**src/rtl/mips_pkg.sv**
```systemverilog
// Shared MIPS pipeline types: load-size codes, writeback-stage control struct, register-zero address.
package mips_pkg;

    localparam logic [1:0] LS_BYTE    = 2'b00;
    localparam logic [1:0] LS_HALF    = 2'b01;
    localparam logic [1:0] LS_WORD    = 2'b10;
    localparam logic [1:0] LS_ILLEGAL = 2'b11;

    localparam int REG_ZERO = 0;

    // Width-independent part of the MEM/WB stage register; the datapath fields
    // live beside it because their widths are module parameters.
    typedef struct packed {
        logic       valid;
        logic       r_en;
        logic       wb_en;
        logic [1:0] lsize;
        logic       lunsigned;
    } stage_ctrl_t;

endpackage

```
**src/rtl/load_align.sv**
```systemverilog
// Little-endian byte/halfword/word lane extraction with sign or zero extension.
// Purely combinational; flags misaligned offsets and the illegal size code.
module load_align
    import mips_pkg::*;
#(
    parameter int DATA_W = 32
) (
    input  logic [DATA_W-1:0] read_data,
    input  logic [1:0]        offset,
    input  logic [1:0]        lsize,
    input  logic              lunsigned,
    output logic [DATA_W-1:0] ext_data,
    output logic              misalign
);

    logic [7:0]  byte_sel;
    logic [15:0] half_sel;

    always_comb begin
        case (offset)
            2'd0:    byte_sel = read_data[7:0];
            2'd1:    byte_sel = read_data[15:8];
            2'd2:    byte_sel = read_data[23:16];
            default: byte_sel = read_data[31:24];
        endcase
        half_sel = offset[1] ? read_data[31:16] : read_data[15:0];
    end

    always_comb begin
        ext_data = read_data;
        misalign = 1'b0;
        case (lsize)
            LS_BYTE: ext_data = {{(DATA_W-8){~lunsigned & byte_sel[7]}}, byte_sel};
            LS_HALF: begin
                ext_data = {{(DATA_W-16){~lunsigned & half_sel[15]}}, half_sel};
                misalign = offset[0];
            end
            LS_WORD: misalign = (offset != 2'd0);
            default: misalign = 1'b1;
        endcase
    end

endmodule

```
**src/rtl/mem_wb_stage.sv**
```systemverilog
// MEM/WB pipeline register plus writeback: load extraction, writeback mux, forwarding info, retire count.
// Outputs depend only on the stage register; flush beats stall beats load.
module mem_wb_stage
    import mips_pkg::*;
#(
    parameter int DATA_W     = 32,
    parameter int REG_ADDR_W = 5,
    parameter int CNT_W      = 32
) (
    input  logic                  clk,
    input  logic                  rst_n,
    input  logic                  mem_valid,
    input  logic [REG_ADDR_W-1:0] mem_dest,
    input  logic [DATA_W-1:0]     mem_alu_res,
    input  logic [DATA_W-1:0]     mem_read_data,
    input  logic                  mem_r_en,
    input  logic                  mem_wb_en,
    input  logic [1:0]            mem_lsize,
    input  logic                  mem_lunsigned,
    input  logic                  stall,
    input  logic                  flush,
    output logic                  wb_we,
    output logic [REG_ADDR_W-1:0] wb_dest,
    output logic [DATA_W-1:0]     wb_value,
    output logic                  fwd_valid,
    output logic                  misalign,
    output logic [CNT_W-1:0]      retired
);

    stage_ctrl_t           ctrl_q, ctrl_d;
    logic [REG_ADDR_W-1:0] dest_q, dest_d;
    logic [DATA_W-1:0]     alu_q, alu_d;
    logic [DATA_W-1:0]     rdata_q, rdata_d;
    logic [CNT_W-1:0]      retired_q, retired_d;

    logic [DATA_W-1:0] ext_data;
    logic              align_err;
    logic              retire;

    always_comb begin
        ctrl_d  = ctrl_q;
        dest_d  = dest_q;
        alu_d   = alu_q;
        rdata_d = rdata_q;
        if (flush) begin
            ctrl_d.valid = 1'b0;
        end else if (!stall) begin
            ctrl_d.valid     = mem_valid;
            ctrl_d.r_en      = mem_r_en;
            ctrl_d.wb_en     = mem_wb_en;
            ctrl_d.lsize     = mem_lsize;
            ctrl_d.lunsigned = mem_lunsigned;
            dest_d           = mem_dest;
            alu_d            = mem_alu_res;
            rdata_d          = mem_read_data;
        end
    end

    // An instruction retires on the edge it leaves the stage, misaligned or not.
    assign retire    = ctrl_q.valid & ~stall & ~flush;
    assign retired_d = retired_q + (retire ? CNT_W'(1) : CNT_W'(0));

    always_ff @(posedge clk or negedge rst_n) begin
        if (!rst_n) begin
            ctrl_q    <= '0;
            dest_q    <= '0;
            alu_q     <= '0;
            rdata_q   <= '0;
            retired_q <= '0;
        end else begin
            ctrl_q    <= ctrl_d;
            dest_q    <= dest_d;
            alu_q     <= alu_d;
            rdata_q   <= rdata_d;
            retired_q <= retired_d;
        end
    end

    load_align #(.DATA_W(DATA_W)) u_load_align (
        .read_data (rdata_q),
        .offset    (alu_q[1:0]),
        .lsize     (ctrl_q.lsize),
        .lunsigned (ctrl_q.lunsigned),
        .ext_data  (ext_data),
        .misalign  (align_err)
    );

    assign misalign  = ctrl_q.valid & ctrl_q.r_en & align_err;
    assign wb_value  = ctrl_q.r_en ? ext_data : alu_q;
    assign wb_dest   = dest_q;
    assign wb_we     = ctrl_q.valid & ctrl_q.wb_en &
                       (dest_q != REG_ADDR_W'(REG_ZERO)) & ~misalign;
    assign fwd_valid = wb_we;
    assign retired   = retired_q;

endmodule
```
**config.mk**
```make
export PLATFORM = sky130hd
export DESIGN_NAME = mem_wb_stage
export DESIGN_NICKNAME = d
export VERILOG_FILES = /design/src/rtl/mips_pkg.sv /design/src/rtl/load_align.sv /design/src/rtl/mem_wb_stage.sv
export SDC_FILE = /design/constraint.sdc
export NUM_CORES = 1
export LEC_CHECK = 0
export CORE_MARGIN = 2
export CORE_UTILIZATION = 40
export DETAILED_ROUTE_END_ITERATION = 12
export PLACE_DENSITY_LB_ADDON = 0.3
export SLEW_MARGIN = 20
export SYNTH_ARGS = -nofsm -noshare
export SYNTH_HDL_FRONTEND = slang
export SYNTH_SLANG_ARGS = --single-unit
```
**constraint.sdc**
```tcl
create_clock -name clk -period 1.7 [get_ports clk]
set_input_delay 0.34 -clock clk [delete_from_list [all_inputs] [get_ports clk]]
set_output_delay 0.34 -clock clk [all_outputs]
set_load 0.05 [all_outputs]
```
# ---- Word level (Yosys, flattened, before mapping)
# Cells that the tools add are included.
dict set report totals {
  input_bits 79
  elab_cells 41
  regBits 107
  out_inout_bits 72
}
dict set report classes {
  n_eq_ne 5
  muxes 8
  reduce_logical 5
  n_addsub 1
  n_bitwise 13
}
# cell n
set ops {}
lappend ops {{$pmux 32 s2} 1}
lappend ops {{$add 32x1->32} 1}
lappend ops {{$mux 32} 1}
lappend ops {{$pmux 8 s3} 1}
lappend ops {{$mux 16} 1}
lappend ops {{$and 1x1->1} 9}
lappend ops {{$mux 6} 1}
lappend ops {{$reduce_bool 5->1} 1}
lappend ops {{$eq 2x1->1 const B} 2}
lappend ops {{$eq 2x2->1 const B} 2}
lappend ops {{$logic_not 2->1} 2}
lappend ops {{$not 1->1} 4}
lappend ops {{$pmux 1 s3} 1}
lappend ops {{$mux 1} 2}
lappend ops {{$ne 2x1->1 const B} 1}
lappend ops {{$reduce_and 2->1} 1}
lappend ops {{$reduce_bool 2->1} 1}

# ---- Depth between registers and ports, before layout
dict set report depth {
  ltp_word 5
  mapped_depth 9
  depth_no_buf 8
}

# ---- Hierarchy
# A second synthesis with hierarchy kept.
dict set report unflattened {
  hier_cells 455
  area_unflattened_um2 5387.7
}
# mod seq_area_each_um2 area_each_um2 instances cells_each
set by_module_without_submodules {}
lappend by_module_without_submodules {mem_wb_stage 2677.6 4694.5 1 334}
lappend by_module_without_submodules {load_align 0.0 693.2 1 121}

# ---- Least setup slack after synthesis
# OpenSTA, ideal clock, no wires.
dict set report synth_timing {
  path_kind {register to output}
  startpoint {register ctrl_q[1] (netlist bit)}
  endpoint {output port wb_we}
  setup_slack_ns -1.066
  t_arrival_ns 2.426
  n_path_buf 2
  path_stages_with_launch 6
  required_ns 1.360
  cell_sequence {dfrtp_1 > clkbuf_1 > o211ai_1 > a21oi_1 > nor2_1 > buf_4}
}
dict set report synth_via {
  elab_chain_len 5
  elab_cells_between_ends 7
  classes_between {eq/ne: 2; mux: 1; bitwise: 3; reduce/logical: 1}
}
# item line
set synth_rtl {}
lappend synth_rtl {{start: declaration} mem_wb_stage.sv:30} ;# stage_ctrl_t ctrl_q, ctrl_d;
lappend synth_rtl {{start signal: assignment} mem_wb_stage.sv:71} ;# ctrl_q <= ctrl_d;
lappend synth_rtl {{$eq 2x2->1 (tied with other cells)} load_align.sv:32} ;# case (lsize)
lappend synth_rtl {{$pmux 1 s3 (*)} load_align.sv:32}
lappend synth_rtl {{$and 1x1->1 (*)} mem_wb_stage.sv:88} ;# assign misalign = ctrl_q.valid & ctrl_q.r_en & align_err;
lappend synth_rtl {{net misalign} mem_wb_stage.sv:26} ;# output logic misalign,
lappend synth_rtl {{$not 1->1 (*)} mem_wb_stage.sv:92} ;# (dest_q != REG_ADDR_W'(REG_ZERO)) & ~misalign;
lappend synth_rtl {{$and 1x1->1 (*)} mem_wb_stage.sv:92}
lappend synth_rtl {{end: declaration} mem_wb_stage.sv:22} ;# output logic wb_we,
# The timed path passes the listed nets; every way through them passes the cells marked *.

# ---- Final worst setup path
dict set report layout_timing {
  startpoint {register alu_q[1]}
  endpoint {output port wb_value[18]}
}
dict set report layout_via {
  elab_chain_len 5
  elab_cells_between_ends 9
  classes_between {eq/ne: 2; mux: 4; bitwise: 2; reduce/logical: 1}
}
# item line
set layout_rtl {}
lappend layout_rtl {{start: declaration} mem_wb_stage.sv:32} ;# logic [DATA_W-1:0] alu_q, alu_d;
lappend layout_rtl {{start signal: assignment} mem_wb_stage.sv:73} ;# alu_q <= alu_d;
lappend layout_rtl {{$eq 2x2->1 (tied with other cells)} load_align.sv:20} ;# case (offset)
lappend layout_rtl {{$pmux 8 s3} load_align.sv:20}
lappend layout_rtl {{$and 1x1->1} load_align.sv:33} ;# LS_BYTE: ext_data = {{(DATA_W-8){~lunsigned & byte_sel[7]}}, byte_sel};
lappend layout_rtl {{$pmux 32 s2 (*)} load_align.sv:32}
lappend layout_rtl {{$mux 32 (*)} mem_wb_stage.sv:89} ;# assign wb_value = ctrl_q.r_en ? ext_data : alu_q;
lappend layout_rtl {{end: declaration} mem_wb_stage.sv:24} ;# output logic [DATA_W-1:0] wb_value,
# Every way passes the cells marked *; elsewhere a longest branch is shown, timed or not.

==> results.md <==
- Synth Register Bits: 107
- Vias in the first global route: 4316
- Total Neg Setup Slack: -20730 ps
- Worst slack, placed: -458 ps
- Final Hold Vio Count: 0
- Starting density of the core: 40.6%
- Fmax: 421 MHz
- Failing checks: setup timing
- Fin. max-slew vios: 0
- Startpoint types: flop
- Ys async rst share: 100%
- WL per Instance: 19.0 um
- TritonCTS clock tree: done
- Chip Width: 117 um
- Final setup viols: 35
- Post-synth EDFFs: 0
- Sequential share of the synthesized area: 52.9%
- Maxcap violations: 0
- CTS root buffer: clkbuf_16
- Status: complete, but fails checks
- Fin crit share: 140%
- Distinct cell type count after synthesis: 46
- Routed Antenna Nets: 0
- R2r worst-path depth: 7
- CP Capture Type: primary output
- Residual DRC: 0
- Post-detailed-route via-to-cell ratio: 5.36
- Post-layout net count: 690
- Die area: 13600 um^2
- Share of cells above drive strength 1: 50.8%
- Slew @ Worst Pin: 662 ps
- Total grt overflow: 0
- Routed vias: 4215
- TritonCTS Buffers: 9
- Iter 0 DRT Violations: 188
- Slew HR: 55.8%
- Met2 wire len: 7490 um
- First-pass GRT wire length: 23200 um
- Layout area overhead: 62.1%
- PwrDens: 1080 nW/um^2
- Setup CP Type: flop to primary output
- Min-delay src: flush
- Hold EP: ctrl_q[5]
- # IOs: 151
- Max clock buf depth: 2
- Post-Synthesis Cell Area: 5060 um^2
- Fin crit period: 2370 ps
- Port Buffers: 150
- Post-Syn Area per Cell: 12.1 um^2
- Clk_skew: 8.08 ps
- DR top layer: met4
- Net count after synthesis: 498
- Die height: 117 um
- R2r startpoint: ctrl_q[5]
- Worst Hold Depth: 2
- Most used DFF post-synth: dfrtp_1
- DR pass1 iterations: 4
- Critical path arrival: 2030 ps
- Metal-1 WL: 6430 um
- Mapped Cells: 417
- Routed wl met3: 783 um
- GPL Wtd Cong: 0.867
- Leakage: 3.47 nW
- Leading area contributor after synthesis: dfrtp_1
- Clk_lat worst skew: 350 ps
- RSZ-0062 raised after global routing: true
- Worst-path fanout max: 8
- Clk sink count: 107
- Commonest cells in the netlist: dfrtp_1, mux2_2, xnor2_1, nand2_1, nor2_1
- Min setup slack post-route: -674 ps
- Row count: 41
- RR Endpoint: retired[28]
- Post-Route WL: 15000 um
- Leading post-synthesis cells by cell area: dfrtp_1, mux2_2, xnor2_1
- Most frequent cell after synthesis: dfrtp_1
- Hold Path Class: primary input to flop
- Total global-route track usage: 22.8%
- Crit path required time: 1360 ps
- Clock transition at path regs: 80 ps
- Detailed placer's ending HPWL: 10400 um
- Ys Warns: 0
- H-tree Lvls: 3
- Placeable Area: 12500 um^2
- Synth top area share: 52.9%
- Pin count of the biggest net entering global routing: 74
- Worst R2R Setup Slack: 70 ps
- Worst vdd ir: 0.639 mV
- Antenna violations before repair: 2
[layer usage]
layer	track usage (%)	vias up
met2	37.8	144
met5	0	-
li1	-	1922
met1	29.8	2125
met4	5.87	0
met3	6.12	24
[kinds of logic after synthesis]
kind of cell               after synthesis  synth area share [%]
DFF                                    107                  52.9
and+or+nand+nor                         95                  10.4
muxes                                   78                  17.4
AOI/OAI and AO/OA                       73                  10.4
buffers and inverters                   32                  3.21
xor gates and xnor gates                30                  5.19
adders and majority gates                2                 0.494
[through the flow]
step	cells	area, um^2	total power [mW]	utilization, %	hold WS [ps]
2_1_floorplan	417	5470	4.99	-	44.4
3_3_place_gp	759	7550	6.37	60.6	324
3_5_place_dp	759	7550	6.44	60.6	327
4_1_cts	784	8130	8.82	65.2	341
5_1_grt	787	8210	9.21	65.8	340
6_report	787	8210	8.84	65.8	347
[worst max-delay path, stage by stage, from the launching register on]
cell and delay [ps]:
dfrtp_2 460, mux2i_4 290, o22ai_2 90, and3_4 200, clkbuf_16 170, a221o_2 320
buf_12 150
[flip-flops by register name, indices dropped and copies added (netlist names)]
register / count
alu_q: 32
ctrl_q: 6
rdata_q: 32
retired: 32
wb_dest: 5
[worst max path at each step]
stage | start | end | cells after the start
2_1_floorplan | wb_dest[0] | wb_we | 4
4_1_cts | alu_q[1] | wb_value[28] | 6
3_3_place_gp | flush | retired[15] | 8
5_1_grt | alu_q[0] | wb_value[29] | 6
3_5_place_dp | ctrl_q[2] | wb_value[27] | 5
6_report | alu_q[1] | wb_value[18] | 6
[cell usage in the layout, fill, tap and decap left out, drive strengths merged, types with 6 or more instances in the layout]
cell type and n:
nand2 23, a22oi 7, mux2i 9, nor2 18, mux2 69, a22o 7, a221o 13, a21oi 14
nand3 12, xnor2 24, clkbuf 10, xor2 6, inv 8, buf 127, o21ai 12, dfrtp 107
and3 11, clkdlybuf4s50 75, nand4 12
[power breakdown]
group	switching [mW]	leakage (nW)	internal, mW
clock network	0.972	0.148	1.16
registers	0.307	1.29	2.84
logic	1.83	2.03	1.73
total	3.11	3.47	5.72
[cell type report]
| class | instances | area [um^2] |
|---|---|---|
| diodes | 1 | 2.50 |
| well taps | 172 | 215 |
| multi-input cells | 278 | 2730 |
| flip-flops and latches | 107 | 2700 |
| clock inverters | 7 | 76.3 |
| clock buffers | 9 | 225 |
| inverters | 7 | 38.8 |
| fillers | 907 | 4260 |
| repair buffers | 206 | 2210 |
[repair_timing]
item	4_1_cts	5_1_grt
hold buffers	1	0
endpoints found under the setup margin	44	38
gates resized for setup	47	12
setup buffers	8	2
pin swaps	13	9
endpoints found under the hold margin	27	0
gates cloned	0	1
Power figures use the tool's default switching activity.
